[config.mk]
export PLATFORM = sky130hd
export DESIGN_NAME = mcu_target_mux
export DESIGN_NICKNAME = d
export VERILOG_FILES = /design/src/rtl/mcu_target_mux.sv
export SDC_FILE = /design/constraint.sdc
export NUM_CORES = 1
export LEC_CHECK = 0
export ABC_AREA = 1
export CAP_MARGIN = 10
export CORE_MARGIN = 2
export CORE_UTILIZATION = 30
export DETAILED_ROUTE_END_ITERATION = 8
export DONT_BUFFER_PORTS = 1
export PLACE_DENSITY = 0.5
export SLEW_MARGIN = 40
export SYNTH_ARGS = -nofsm -noshare
export SYNTH_HDL_FRONTEND = slang
export SYNTH_SLANG_ARGS = --single-unit
[constraint.sdc]
create_clock -name clk -period 2.3 [get_ports clk]
set_clock_uncertainty 0.1 [all_clocks]
set_input_delay 0.115 -clock clk [delete_from_list [all_inputs] [get_ports clk]]
set_output_delay 0.115 -clock clk [all_outputs]
set_load 0.01 [all_outputs]
[src/rtl/mcu_target_mux.sv]
// Routes MCU frames to one of NUM_TARGETS command targets by the leading id byte
// and muxes the chosen target's reply back. Also folds target IRQs and times out stalled frames.
module mcu_target_mux #(
   parameter int NUM_TARGETS = 4,
   parameter int TIMEOUT     = 4096
) (
   input  logic                     clk,
   input  logic                     reset,
   input  logic                     in_strobe,
   input  logic                     in_start,
   input  logic [7:0]               in_data,
   output logic [7:0]               out_data,
   output logic [NUM_TARGETS-1:0]   tgt_strobe,
   output logic                     tgt_start,
   output logic [7:0]               tgt_data,
   input  logic [8*NUM_TARGETS-1:0] tgt_dout,
   input  logic [NUM_TARGETS-1:0]   tgt_irq,
   output logic                     int_out_n,
   output logic                     frame_active,
   output logic                     timeout_pulse
);

   localparam int          SEL_W    = (NUM_TARGETS > 1) ? $clog2(NUM_TARGETS) : 1;
   localparam logic [15:0] CNT_LAST = 16'(TIMEOUT - 1);

   typedef enum logic [1:0] {IDLE, FIRST, FWD, DISCARD} state_t;

   state_t                  state_reg, state_next;
   logic [SEL_W-1:0]        sel_reg, sel_next;
   logic [15:0]             cnt_reg, cnt_next;
   logic [7:0]              out_data_reg, out_data_next;
   logic [NUM_TARGETS-1:0]  tgt_strobe_reg, tgt_strobe_next;
   logic                    tgt_start_reg, tgt_start_next;
   logic [7:0]              tgt_data_reg, tgt_data_next;
   logic                    timeout_pulse_reg, timeout_pulse_next;
   logic [NUM_TARGETS-1:0]  pending_reg;
   logic                    int_out_n_reg;

   logic                    start_strobe;
   logic                    data_strobe;
   logic                    id_valid;
   logic                    in_frame;
   logic                    expire;
   logic                    fwd_now;
   logic [7:0]              irq_summary;
   logic [7:0]              sel_dout;
   logic [7:0]              dout_arr [NUM_TARGETS];

   assign start_strobe = in_strobe & in_start;
   assign data_strobe  = in_strobe & ~in_start;
   assign id_valid     = (in_data < 8'(NUM_TARGETS));
   assign in_frame     = (state_reg == FIRST) || (state_reg == FWD);
   // A strobe landing on the expiry cycle keeps the frame alive.
   assign expire       = (state_reg != IDLE) && !in_strobe && (cnt_reg == CNT_LAST);
   assign fwd_now      = data_strobe && in_frame;

   generate
      for (genvar gi = 0; gi < NUM_TARGETS; gi++) begin : g_tgt
         assign dout_arr[gi]        = tgt_dout[8*gi +: 8];
         assign tgt_strobe_next[gi] = fwd_now && (sel_reg == SEL_W'(gi));
      end
      for (genvar gi = 0; gi < 8; gi++) begin : g_sum
         if (gi < NUM_TARGETS) begin : g_used
            assign irq_summary[gi] = pending_reg[gi];
         end else begin : g_zero
            assign irq_summary[gi] = 1'b0;
         end
      end
   endgenerate

   always_comb begin
      sel_dout = 8'h00;
      for (int i = 0; i < NUM_TARGETS; i++) begin
         if (sel_reg == SEL_W'(i)) sel_dout = dout_arr[i];
      end
   end

   // State register
   always_ff @(posedge clk) begin
      if (reset) state_reg <= IDLE;
      else       state_reg <= state_next;
   end

   // Next-state logic
   always_comb begin
      state_next = state_reg;
      if (start_strobe) begin
         state_next = id_valid ? FIRST : DISCARD;
      end else if (expire) begin
         state_next = IDLE;
      end else if (data_strobe && (state_reg == FIRST)) begin
         state_next = FWD;
      end
   end

   // Output / datapath next values
   always_comb begin
      sel_next           = sel_reg;
      out_data_next      = out_data_reg;
      tgt_start_next     = 1'b0;
      tgt_data_next      = tgt_data_reg;
      timeout_pulse_next = expire;
      cnt_next           = cnt_reg + 16'd1;

      if (start_strobe) begin
         out_data_next = irq_summary;
         if (id_valid) sel_next = in_data[SEL_W-1:0];
      end else begin
         case (state_reg)
            FIRST, FWD: out_data_next = sel_dout;
            DISCARD:    out_data_next = 8'hFF;
            default:    out_data_next = out_data_reg;
         endcase
      end

      if (fwd_now) begin
         tgt_data_next  = in_data;
         tgt_start_next = (state_reg == FIRST);
      end

      if (in_strobe || (state_reg == IDLE) || expire) cnt_next = 16'd0;
   end

   always_ff @(posedge clk) begin
      if (reset) begin
         sel_reg           <= '0;
         cnt_reg           <= 16'd0;
         out_data_reg      <= 8'h00;
         tgt_strobe_reg    <= '0;
         tgt_start_reg     <= 1'b0;
         tgt_data_reg      <= 8'h00;
         timeout_pulse_reg <= 1'b0;
         pending_reg       <= '0;
         int_out_n_reg     <= 1'b1;
      end else begin
         sel_reg           <= sel_next;
         cnt_reg           <= cnt_next;
         out_data_reg      <= out_data_next;
         tgt_strobe_reg    <= tgt_strobe_next;
         tgt_start_reg     <= tgt_start_next;
         tgt_data_reg      <= tgt_data_next;
         timeout_pulse_reg <= timeout_pulse_next;
         pending_reg       <= tgt_irq;
         int_out_n_reg     <= ~|pending_reg;
      end
   end

   assign out_data      = out_data_reg;
   assign tgt_strobe    = tgt_strobe_reg;
   assign tgt_start     = tgt_start_reg;
   assign tgt_data      = tgt_data_reg;
   assign timeout_pulse = timeout_pulse_reg;
   assign int_out_n     = int_out_n_reg;
   assign frame_active  = in_frame;

endmodule

Word level (Yosys, flattened, before mapping). Index checks and enable logic that the tools add are counted. Widths: inputs -> output; s select.

Input bits: 48. Output and inout bits: 24. Flip-flop bits (word level): 47. Logic and storage cells: 59.

Mux-type cells: 10. Reductions and logical operators: 25. Magnitude comparators: 1. Equal/unequal tests: 7. Bitwise operators: 4. Add/sub/neg operators: 1.

Operators with widths (count): $mux 8 (4); $add 16x1->16 const B (1); $eq 16x12->1 const B (1); $pmux 8 s2 (1); $eq 2x2->1 const B (4); $logic_and 1x1->1 (8); $lt 8x3->1 const B (1); $mux 2 (4); $reduce_or 2->1 (4); $reduce_bool 3->1 (2); $eq 2x1->1 const B (2); $logic_not 2->1 (2); $mux 4 (1); $reduce_bool 2->1 (2); $reduce_or 4->1 (1); $logic_or 1x1->1 (3); $and 1x1->1 (2); $logic_not 1->1 (2); $not 1->1 (2); $reduce_and 2->1 (1).

Logic depth before layout (Yosys ltp). Gate-level depths: netlist (run 1).

Depth after elaboration: 7. Depth in mapped cells: 10. Depth with buffers taken out: 10.

Least setup slack after synthesis (run 1). Ideal clock, no wire load.

Kind: reg2reg. From: register state_reg[0]. To: register tgt_data_reg[5], in the netlist tgt_data[5]. Setup time: 0.070 ns. Data arrival time: 1.421 ns. Stages on the path, launching flop included: 7. Clock period less this slack: 1.591 ns. Required time: 2.130 ns. Slack: 0.709 ns. Buffers on the path: 1. Cells stage by stage: dfxtp_1 > inv_1 > ha_1 > nand3_1 > clkbuf_1 > o21ai_0 > a21oi_1.

Word-level cells in the longest chain between the ends: 3. Elaborated cells on any way between the ends: 4. Classes of those cells: eq/ne: 2; reduce/logical: 2.

RTL lines: from (decl) (line 28) `state_t state_reg, state_next;`; from (signal assigned) (line 81) `else state_reg <= state_next;`; $eq 2x1->1 / $eq 2x2->1 (equally long branches) (line 52) `assign in_frame = (state_reg == FIRST) || (state_reg == FWD);`; $logic_or 1x1->1 (*) (line 52); net frame_active (line 19) `output logic frame_active,`; $logic_and 1x1->1 (*) (line 55) `assign fwd_now = data_strobe && in_frame;`; to (signal assigned) (line 141) `tgt_data_reg <= tgt_data_next;`; to (decl) (line 34) `logic [7:0] tgt_data_reg, tgt_data_next;`.

Mark *: on every way through the listed nets, which the timed path passes. The rest lies on a longest branch. A chain may end at the register's enable or synchronous reset.

Worst setup path after layout (run 1).
From: register cnt_reg[0]. To: register state_reg[0].

Word-level cells in the longest chain between the ends: 4. Elaborated cells on any way between the ends: 5. Classes of those cells: eq/ne: 1; mux: 2; reduce/logical: 2.

RTL lines: from (decl) (line 30) `logic [15:0] cnt_reg, cnt_next;`; from (signal assigned) (line 137) `cnt_reg <= cnt_next;`; $eq 16x12->1 (*) (line 54) `assign expire = (state_reg != IDLE) && !in_strobe && (cnt_reg == CNT_LAST);`; $logic_and 1x1->1 (*) (line 54); $mux 2 (line 89) `end else if (expire) begin`; $mux 2 (line 87) `if (start_strobe) begin`.

Mark *: on every way between the ends. The rest lies on a longest branch, timed or not.

==> results of run 1 <==
==> power by group through the flow <==
stage	sequential [mW]	combinational [mW]	clock [mW]
floorplan	0.893	0.0927	0
global placement	0.900	0.107	0
detailed placement	0.901	0.108	0
CTS	0.882	0.144	0.550
global route	0.886	0.162	0.585
finish	0.882	0.143	0.527
==> worst paths after layout <==
kind / start / to / slack [ns] / depth (start not counted)
max: cnt_reg[0] / state_reg[0] / 0.16 / 7
min: tgt_dout[26] / out_data[2] / 0.008 / 4
max reg2reg: cnt_reg[0] / state_reg[0] / 0.16 / 7
min reg2reg: pending_reg[3] / int_out_n / 0.35 / 1
==> worst reg2reg max path: cells and delay by family (launching register included) <==
kind,cells,cell delay (ns)
buf+inv,1,0.57
flops,1,0.37
simple gates,4,0.73
fa+ha+maj,1,0.22
compound gates,1,0.06
==> routing by layer <==
layer	GRT usage	up-vias	part of all wire
met2	0.2182	51	0.46
li1	-	982	-
met1	0.1402	810	0.44
met4	0.03664	0	0.013
met3	0.04063	6	0.083
met5	0	-	0
==> cell usage after synthesis (2+ instances only) <==
cell | n | area share
a211oi_1 | 2 | 0.0069
a21oi_1 | 20 | 0.046
clkbuf_1 | 2 | 0.0035
dfxtp_1 | 47 | 0.43
ha_1 | 5 | 0.029
inv_1 | 41 | 0.071
inv_2 | 2 | 0.0035
nand2_1 | 55 | 0.095
nand2_2 | 2 | 0.0057
nand2_4 | 2 | 0.010
nand3_1 | 16 | 0.037
nand3b_1 | 2 | 0.0069
nand4_1 | 3 | 0.0086
nor2_1 | 29 | 0.050
nor2_2 | 11 | 0.032
nor2_4 | 2 | 0.010
nor3_1 | 9 | 0.021
o21ai_0 | 20 | 0.046
o21bai_1 | 3 | 0.010
xnor2_1 | 4 | 0.016
xor2_1 | 4 | 0.016
==> logic make-up (layout without fill, tap and decap cells) <==
| family | after synthesis | in the layout | synth area share |
|---|---|---|---|
| AO/OA/AOI/OAI | 50 | 50 | 0.1265 |
| XOR/XNOR | 8 | 8 | 0.03220 |
| adder cells (fa/ha/maj) | 5 | 5 | 0.02875 |
| buffers and inverters | 47 | 74 | 0.08913 |
| flip-flops | 47 | 47 | 0.4324 |
| AND/OR/NAND/NOR | 135 | 135 | 0.2910 |
==> cells in the final DEF (no fill, tap or decap), types with 3 or more instances in the layout <==
cell           count
a21oi_1           20
clkbuf_8           6
dfxtp_1           47
dlygate4sd3_1     23
ha_1               5
inv_1             41
nand2_1           55
nand3_1           16
nand4_1            3
nor2_1            29
nor2_2            11
nor3_1             9
o21ai_0           20
o21bai_1           3
xnor2_1            4
xor2_1             4
==> area by class of cell <==
cell class / instances / share of cell area
multi-input combinational: 198 / 0.4010
sequential: 47 / 0.3624
timing repair buffer: 23 / 0.08867
inverter: 43 / 0.06217
tap: 99 / 0.04771
clock buffer: 6 / 0.03181
clock inverter: 2 / 0.006265
==> what timing repair did <==
action / 4_1_cts / 5_1_grt
endpoints found under the hold margin: 25 / 0
hold buffers: 23 / 0
buffers inserted: 0 / 0
endpoints found under the setup margin: 0 / 0
==> results by group, run 1 <==
Status
  – Result of the run: completed

Flow run
  – MaxCap Viol Count: 0

Placed design
  – Pre-CTS setup slack: 0.4718 ns
  – Cells after DPL: 387
  – Post-Place Cell Area: 2267 um^2
  – Placer congestion estimate: 0.7654
  – Post-detailed-placement half-perimeter wirelength: 3606 um
  – Number of buffers added on ports: 0

Logic synthesis
  – Total of warnings raised by yosys: 0
  – Post-Syn Nets: 345
  – Synthesized instance count: 292
  – Total standard cell area after synthesis: 2176 um^2
  – Number of enable-type register cells in the synthesized netlist: 0
  – Number of unique standard cell types used by synthesis: 32
  – Proportion of register bits with asynchronous set or reset after synthesis: 0
  – Seq/Total Area, Yosys: 0.4324
  – Flops & latches, synth: 47
  – Synthesized area per cell: 7.451 um^2
  – Main synth FF type: dfxtp_1

Clock network
  – Maximum root-to-sink buffer count: 2
  – Clock tree from TritonCTS: yes
  – Clock latency on the worst-skew pair: 0.30 ns
  – Count of cells resized by post-cts repair: 0
  – Clock buffer count from CTS: 5
  – CTS H-tree depth: 2
  – Clk root buf: clkbuf_8
  – Clock transition at the registers of the reported paths: 0.09 ns
  – Clock sink total: 47

Critical path
  – Type of element capturing the critical path: register
  – Crit path buffers/inverters: 1
  – CP max stage cell: dlygate4sd3_1
  – Critical path data required time: 2.40 ns
  – Maximum cell stage delay along the critical path: 0.57 ns
  – Type of element launching the critical path: register
  – Class of the most critical setup path: register to register
  – CP Cell Sequence: ha_1 -> nand3_2 -> nor2_1 -> nand3_1 -> nand3_1 -> a21oi_1 -> dlygate4sd3_1
  – Critical Path AT: 2.23 ns
  – Critical Path Fanout Max: 4
  – Most used cell, CP: nand3_1
  – Worst path top cell family by delay: simple AND/OR/NAND/NOR gates

Detailed routing
  – First-pass iteration count of the detailed router: 4
  – Final Routed Wirelength: 4868 um
  – Drc violations: 0
  – Routed length per placed instance: 11.65 um
  – Via-per-instance ratio: 4.423
  – Vias: 1849
  – Antenna Nets Post-Route: 0
  – Number of DRC markers after the initial detailed-route iteration: 46

Timing
  – Unrepaired setup endpoints after global routing: false
  – Final TNS setup: 0 ns
  – Final worst path period need: 2.139 ns
  – Number of hold violations in the final report: 0
  – Worst-margin pin slew: 0.5138 ns
  – Maximum clock frequency: 467.5 MHz
  – Total count of max-transition violations in the final report: 0
  – Relative slew margins: 0.6562
  – Finish-stage setup viols: 0
  – Least setup slack across all paths after layout: 0.1610 ns
  – Worst hold slack after final layout: 0.008102 ns
  – Ratio of final minimum period to clock period: 0.9300

Global route
  – Maximum number of pins on one net before global-route repair: 18
  – Total global routing overflow: 0
  – Overall routing resource usage: 0.1230
  – Via count of the first global-routing pass: 1686
  – Initial antenna violation count: 0
  – Wire length of the first global-routing pass: 7652 um

Power and ir drop
  – Proportion of power drawn by flip-flops and latches: 0.568
  – Total power: 1.551 mW
  – Reported net switching power: 393.0 uW
  – Power density over the cells: 597.5 nW/um^2
  – P_leak: 1.049 nW
  – Comb pwr share: 0.092
  – Sw Share: 0.2533
  – Peak VDD IR: 227.0 uV
  – Clock network fraction of total power: 0.340
  – Internal power summed over all cells: 1.158 mW

Layout
  – Number of filler instances in the final layout: 775
  – Total area of sequential cells: 940.9 um^2
  – Antenna cells: 0
  – Core Util, Final: 0.3638
  – Proportion of layout cells with a drive suffix above 1: 0.09718
  – Non-filler cells, final: 418
  – Multi-input combinational cell area: 1041 um^2
  – Area growth from synthesis to final layout: 19.32%
  – Area of all placed cells without fillers: 2596 um^2
  – Number of nets in the layout: 371
  – Max FFs per register: 16

Floorplan
  – Die Y-Extent: 89.17 um
  – Effective utilization at floorplan: 0.3049
  – Horizontal die dimension: 89.17 um
  – IO Pins: 72
  – Core region area: 7137 um^2
  – Standard-cell rows: 31
  – Die area: 7950 um^2

Worst hold path
  – Hold WC Path Type: input port to register
No activity file was read; power rests on OpenSTA's default activity.
==> run 2, diff against run 1 <==
- clock period: 2.3 -> 2.1 ns (I/O delays scaled with it)
==> run 2 against run 1 <==
Effect of this change: worst hold slack lost 0.0026 ns; combinational power grew 13%; count of clock-buffer cells in the layout did not move; core utilization increased by 0.88 points; largest cell class unchanged.
==> results by group, run 2 (same netlist as run 1, synthesis figures left out) <==
Critical path
  – Type of element launching the critical path: register
  – Class of the most critical setup path: register to register
  – Critical Path AT: 2.09 ns (-0.14 ns)
  – Critical Path Fanout Max: 3 (-1)
  – Critical path data required time: 2.20 ns (-0.20 ns)
  – Type of element capturing the critical path: register

Timing
  – Finish-stage setup viols: 0 (unchanged)
  – Number of hold violations in the final report: 0 (unchanged)
  – Ratio of final minimum period to clock period: 0.9452 (+0.01519)
  – Final worst path period need: 1.985 ns (-0.1541 ns)
  – Total count of max-transition violations in the final report: 0 (unchanged)
  – Worst hold slack after final layout: 0.005478 ns (-0.002624 ns)
  – Relative slew margins: 0.6849 (+0.02872)
  – Final TNS setup: 0 ns (unchanged)
  – Unrepaired setup endpoints after global routing: false
  – Maximum clock frequency: 503.8 MHz (+7.8%)
  – Worst-margin pin slew: 0.4713 ns (-0.04250 ns)

Placed design
  – Post-detailed-placement half-perimeter wirelength: 3608 um (about the same)
  – Placer congestion estimate: 0.7692 (+0.50%)
  – Cells after DPL: 387 (unchanged)
  – Number of buffers added on ports: 0 (unchanged)

Floorplan
  – Horizontal die dimension: 89.17 um (unchanged)
  – Die Y-Extent: 89.17 um (unchanged)
  – Standard-cell rows: 31 (unchanged)
  – IO Pins: 72 (unchanged)
  – Core region area: 7137 um^2 (unchanged)
  – Die area: 7950 um^2 (unchanged)
  – Effective utilization at floorplan: 0.3049 (unchanged)

Layout
  – Area growth from synthesis to final layout: 22.20%
  – Top library cells by usage in the layout, fill and taps aside: 55 x nand2_1, 46 x dfxtp_1, 41 x inv_1
  – Number of nets in the layout: 373 (+0.54%)
  – Most common cell after layout, fill and taps aside: nand2_1
  – Max FFs per register: 16 (unchanged)
  – Proportion of layout cells with a drive suffix above 1: 0.1059 (+0.008740)
  – Antenna cells: 0 (unchanged)
  – Number of filler instances in the final layout: 784 (+1.2%)
  – Non-filler cells, final: 420 (+0.48%)

Clock network
  – CTS H-tree depth: 2 (unchanged)
  – Clock tree from TritonCTS: yes
  – Clock latency on the worst-skew pair: 0.29 ns (about the same)
  – Maximum root-to-sink buffer count: 2 (unchanged)
  – Clk root buf: clkbuf_8
  – Clock transition at the registers of the reported paths: 0.09 ns (about the same)
  – Clock buffer count from CTS: 5 (unchanged)
  – Clock sink total: 47 (unchanged)

Global route
  – Met3 demand-to-capacity share in global routing: 0.04247 (+0.001847)
  – Wire length of the first global-routing pass: 7776 um (+1.6%)
  – Total global routing overflow: 0 (unchanged)
  – Met2 capacity usage during global routing: 0.2215 (+0.003367)
  – Overall routing resource usage: 0.1262 (+0.003199)
  – Maximum number of pins on one net before global-route repair: 18 (unchanged)
  – Via count of the first global-routing pass: 1696 (+0.59%)
  – Met1 capacity usage during global routing: 0.1474 (+0.007154)
  – Initial antenna violation count: 0 (unchanged)
  – Layer with the highest usage after global routing: met2

Power and ir drop
  – P_leak: 1.073 nW (+2.3%)
  – Power density over the cells: 715.4 nW/um^2 (+20%)
  – Peak VDD IR: 370.7 uV (+63%)

Detailed routing
  – Via-per-instance ratio: 4.431 (+0.17%)
  – Drc violations: 0 (unchanged)
  – Routed length per placed instance: 11.82 um (+1.5%)
  – Number of DRC markers after the initial detailed-route iteration: 48 (+4.3%)
  – First-pass iteration count of the detailed router: 4 (unchanged)
  – Vias: 1861 (+0.65%)
  – Antenna Nets Post-Route: 0 (unchanged)
  – Final Routed Wirelength: 4965 um (+2.0%)

Flow run
  – MaxCap Viol Count: 0 (unchanged)

Worst hold path
  – Hold WC Path Type: input port to register

Status
  – Result of the run: completed
[run 2: cell types whose count changed in the layout (fill, tap and decap cells not counted), moves of 2 or more]
cell / change
nor2_2: +3
bufinv_16: +2
dlygate4sd3_1: +2
nor2_1: -3
[run 2: final cells by class]
type / count / area (um^2) / share of cell area
Multi-Input combinational cell: 198 / 1049 / 0.3944
Sequential cell: 47 / 942.2 / 0.3544
Timing Repair Buffer: 25 / 250.2 / 0.09412
Inverter: 43 / 161.4 / 0.06071
Tap cell: 99 / 123.9 / 0.04659
Clock buffer: 6 / 72.57 / 0.02729
Clock inverter: 2 / 60.06 / 0.02259
[run 2: final timing paths]
path | start | endpoint | slack (ns) | cells past startpoint
setup / recovery | state_reg[1] | out_data[4] | 0.12 | 7
hold reg to reg | pending_reg[3] | int_out_n | 0.36 | 1
setup reg to reg | state_reg[1] | out_data[4] | 0.12 | 7
hold / removal | tgt_dout[26] | out_data[2] | 0.005 | 4
[run 2: critical path, stage by stage (launching register included)]
cell	delay [ns]
dfxtp_1	0.35
inv_1	0.08
ha_1	0.22
nor2_2	0.17
inv_1	0.08
a211oi_1	0.26
dlygate4sd3_1	0.59
nor2_1	0.04
[run 2: timing repair]
action                                  in CTS  in global routing
hold endpoints to repair                    27                  0
hold buffers                                25                  0
endpoints found under the setup margin       0                  3
gates resized for setup                      0                  4
setup buffers                                0                  0
[run 2: power breakdown]
group	leakage, nW	switching [mW]	internal (mW)
Combinational	0.624	0.0867	0.0756
Clock	0.0654	0.298	0.476
Sequential	0.383	0.0380	0.927
[run 2: per-stage QoR]
stage | instance area [um^2] | power (mW) | setup WS (ns) | utilization
after global routing | 2659 | 1.996 | 0.04085 | 0.3725
after detailed placement | 2267 | 1.105 | 0.2677 | 0.3177
after floorplan | 2176 | 1.079 | 0.5094 | -
final | 2659 | 1.902 | 0.1151 | 0.3725
after CTS | 2650 | 1.927 | 0.05097 | 0.3713
after global placement | 2267 | 1.103 | 0.3161 | 0.3177
[run 2: routing by layer]
layer / vias to the layer above / share of wire
li1: 988 / -
met1: 815 / 0.44
met2: 53 / 0.47
met3: 5 / 0.075
met4: 0 / 0.0087
met5: - / 0
==> run 3, diff against run 2 <==
- MAX_ROUTING_LAYER: not set -> met4
==> run 3 against run 2 <==
Effect of this change: clock power about the same; critical path type unchanged; sequential share of layout area unchanged; critical endpoint unchanged; combinational power about the same; via count rose by 0.38%; core utilization unchanged.
==> results by group, run 3 (same netlist as run 1, synthesis figures left out) <==
Power and ir drop
  – P_leak: 1.073 nW (unchanged)
  – Clock network fraction of total power: 0.407 (about the same)
  – Comb pwr share: 0.085 (about the same)
  – Power density over the cells: 715.1 nW/um^2 (about the same)
  – Sw Share: 0.2222 (-0.0002384)
  – Internal power summed over all cells: 1.479 mW (about the same)
  – Peak VDD IR: 370.5 uV (about the same)
  – Reported net switching power: 422.6 uW (-0.14%)
  – Proportion of power drawn by flip-flops and latches: 0.508 (about the same)

Critical path
  – Critical path data required time: 2.20 ns (about the same)
  – Type of element capturing the critical path: register
  – Type of element launching the critical path: register
  – Setup slack on the worst flop-to-flop path: 0.11 ns (about the same)
  – Critical Path AT: 2.09 ns (about the same)
  – Critical Path Fanout Max: 3 (unchanged)
  – Class of the most critical setup path: register to register

Timing
  – Number of hold violations in the final report: 0 (unchanged)
  – Total count of max-transition violations in the final report: 0 (unchanged)
  – Final worst path period need: 1.986 ns (+0.001441 ns)
  – Maximum clock frequency: 503.4 MHz (about the same)
  – Worst hold slack after final layout: 0.005555 ns (+0.00007663 ns)
  – Finish-stage setup viols: 0 (unchanged)
  – Ratio of final minimum period to clock period: 0.9459 (about the same)
  – Unrepaired setup endpoints after global routing: false
  – Least setup slack across all paths after layout: 0.1137 ns (-0.001441 ns)
  – Final TNS setup: 0 ns (unchanged)
  – Relative slew margins: 0.6850 (about the same)
  – Worst-margin pin slew: 0.4712 ns (-0.0001702 ns)

Floorplan
  – Horizontal die dimension: 89.17 um (unchanged)
  – IO Pins: 72 (unchanged)
  – Die area: 7950 um^2 (unchanged)
  – Die Y-Extent: 89.17 um (unchanged)
  – Effective utilization at floorplan: 0.3049 (unchanged)
  – Core region area: 7137 um^2 (unchanged)
  – Standard-cell rows: 31 (unchanged)

Detailed routing
  – Met3 Wirelength: 380 um (+1.6%)
  – Met1 wire length: 2214 um (+0.64%)
  – Sum of met2 wire segment lengths after detailed routing: 2333 um (-0.60%)
  – Routed length per placed instance: 11.81 um (about the same)
  – Number of DRC markers after the initial detailed-route iteration: 42 (-13%)
  – Vias: 1868 (+0.38%)
  – First-pass iteration count of the detailed router: 4 (unchanged)
  – Final Routed Wirelength: 4961 um (about the same)
  – Drc violations: 0 (unchanged)
  – Uppermost routed layer: met4
  – Via-per-instance ratio: 4.448 (+0.38%)
  – Antenna Nets Post-Route: 0 (unchanged)

Placed design
  – Number of buffers added on ports: 0 (unchanged)
  – Placer congestion estimate: 0.7796 (+1.4%)
  – Post-detailed-placement half-perimeter wirelength: 3608 um (unchanged)
  – Pre-CTS setup slack: 0.2677 ns (unchanged)

Clock network
  – Clock transition at the registers of the reported paths: 0.09 ns (about the same)
  – Clock tree from TritonCTS: yes
  – Clock sink total: 47 (unchanged)
  – Clock latency on the worst-skew pair: 0.29 ns (about the same)
  – Clock buffer count from CTS: 5 (unchanged)
  – Maximum root-to-sink buffer count: 2 (unchanged)
  – CTS H-tree depth: 2 (unchanged)
  – Clk root buf: clkbuf_8

Worst hold path
  – Hold WC Path Type: input port to register

Layout
  – Proportion of layout cells with a drive suffix above 1: 0.1059 (unchanged)
  – Max FFs per register: 16 (unchanged)
  – Core Util, Final: 0.3725 (unchanged)
  – Top library cells by usage in the layout, fill and taps aside: 55 x nand2_1, 46 x dfxtp_1, 41 x inv_1
  – Antenna cells: 0 (unchanged)
  – Most common cell after layout, fill and taps aside: nand2_1
  – Number of nets in the layout: 373 (unchanged)
  – Area growth from synthesis to final layout: 22.20% (unchanged)

Global route
  – Overall routing resource usage: 0.1298 (+0.003627)
  – Total global routing overflow: 0 (unchanged)
  – Maximum number of pins on one net before global-route repair: 18 (unchanged)
  – Initial antenna violation count: 0 (unchanged)
  – Via count of the first global-routing pass: 1695 (-0.059%)
  – Wire length of the first global-routing pass: 7776 um (unchanged)

Flow run
  – MaxCap Viol Count: 0 (unchanged)

Status
  – Result of the run: completed
## run 3: area by class of cell
| type | instances | area, um^2 |
|---|---|---|
| fill | 784 | 4478 |
| multi-input combinational | 198 | 1049 |
| sequential | 47 | 942.2 |
| timing repair buffer | 25 | 250.2 |
| inverter | 43 | 161.4 |
| tap | 99 | 123.9 |
| clock buffer | 6 | 72.57 |
| clock inverter | 2 | 60.06 |
## run 3: final timing paths
| path | start | to | cells past startpoint |
|---|---|---|---|
| setup / recovery | state_reg[1] | out_data[4] | 7 |
| hold / removal | tgt_dout[26] | out_data[2] | 4 |
| setup reg to reg | state_reg[1] | out_data[4] | 7 |
| hold reg to reg | pending_reg[3] | int_out_n | 1 |
## run 3: power groups by stage
stage               registers [mW]  logic (mW)  clock network, mW
floorplan                    0.978       0.101                  0
global placement             0.986       0.117                  0
detailed placement           0.986       0.119                  0
CTS                          0.965       0.162              0.799
global route                 0.970       0.186              0.843
finish                       0.965       0.163              0.774
## run 3: timing repair
action / 4_1_cts / 5_1_grt
hold endpoints to repair: 27 / 0
buffers inserted: 0 / 0
endpoints found under the setup margin: 0 / 3
gates resized for setup: 0 / 4
hold buffers: 25 / 0
## run 3: through the flow
stage	power, mW	std cells	area [um^2]
2_1_floorplan	1.079	292	2176
3_3_place_gp	1.103	387	2267
3_5_place_dp	1.105	387	2267
4_1_cts	1.927	420	2650
5_1_grt	1.999	420	2659
6_report	1.901	420	2659
## run 3: worst max-delay path, stage by stage (launching register included)
cell           delay [ns]
dfxtp_1              0.36
inv_1                0.08
ha_1                 0.22
nor2_2               0.17
inv_1                0.08
a211oi_1             0.26
dlygate4sd3_1        0.59
nor2_1               0.04
## run 3: layer usage
layer	global-route usage	vias to the layer above
met5	-	-
met4	0.03256	0
met3	0.03970	3
met2	0.2202	52
met1	0.1496	827
li1	-	986
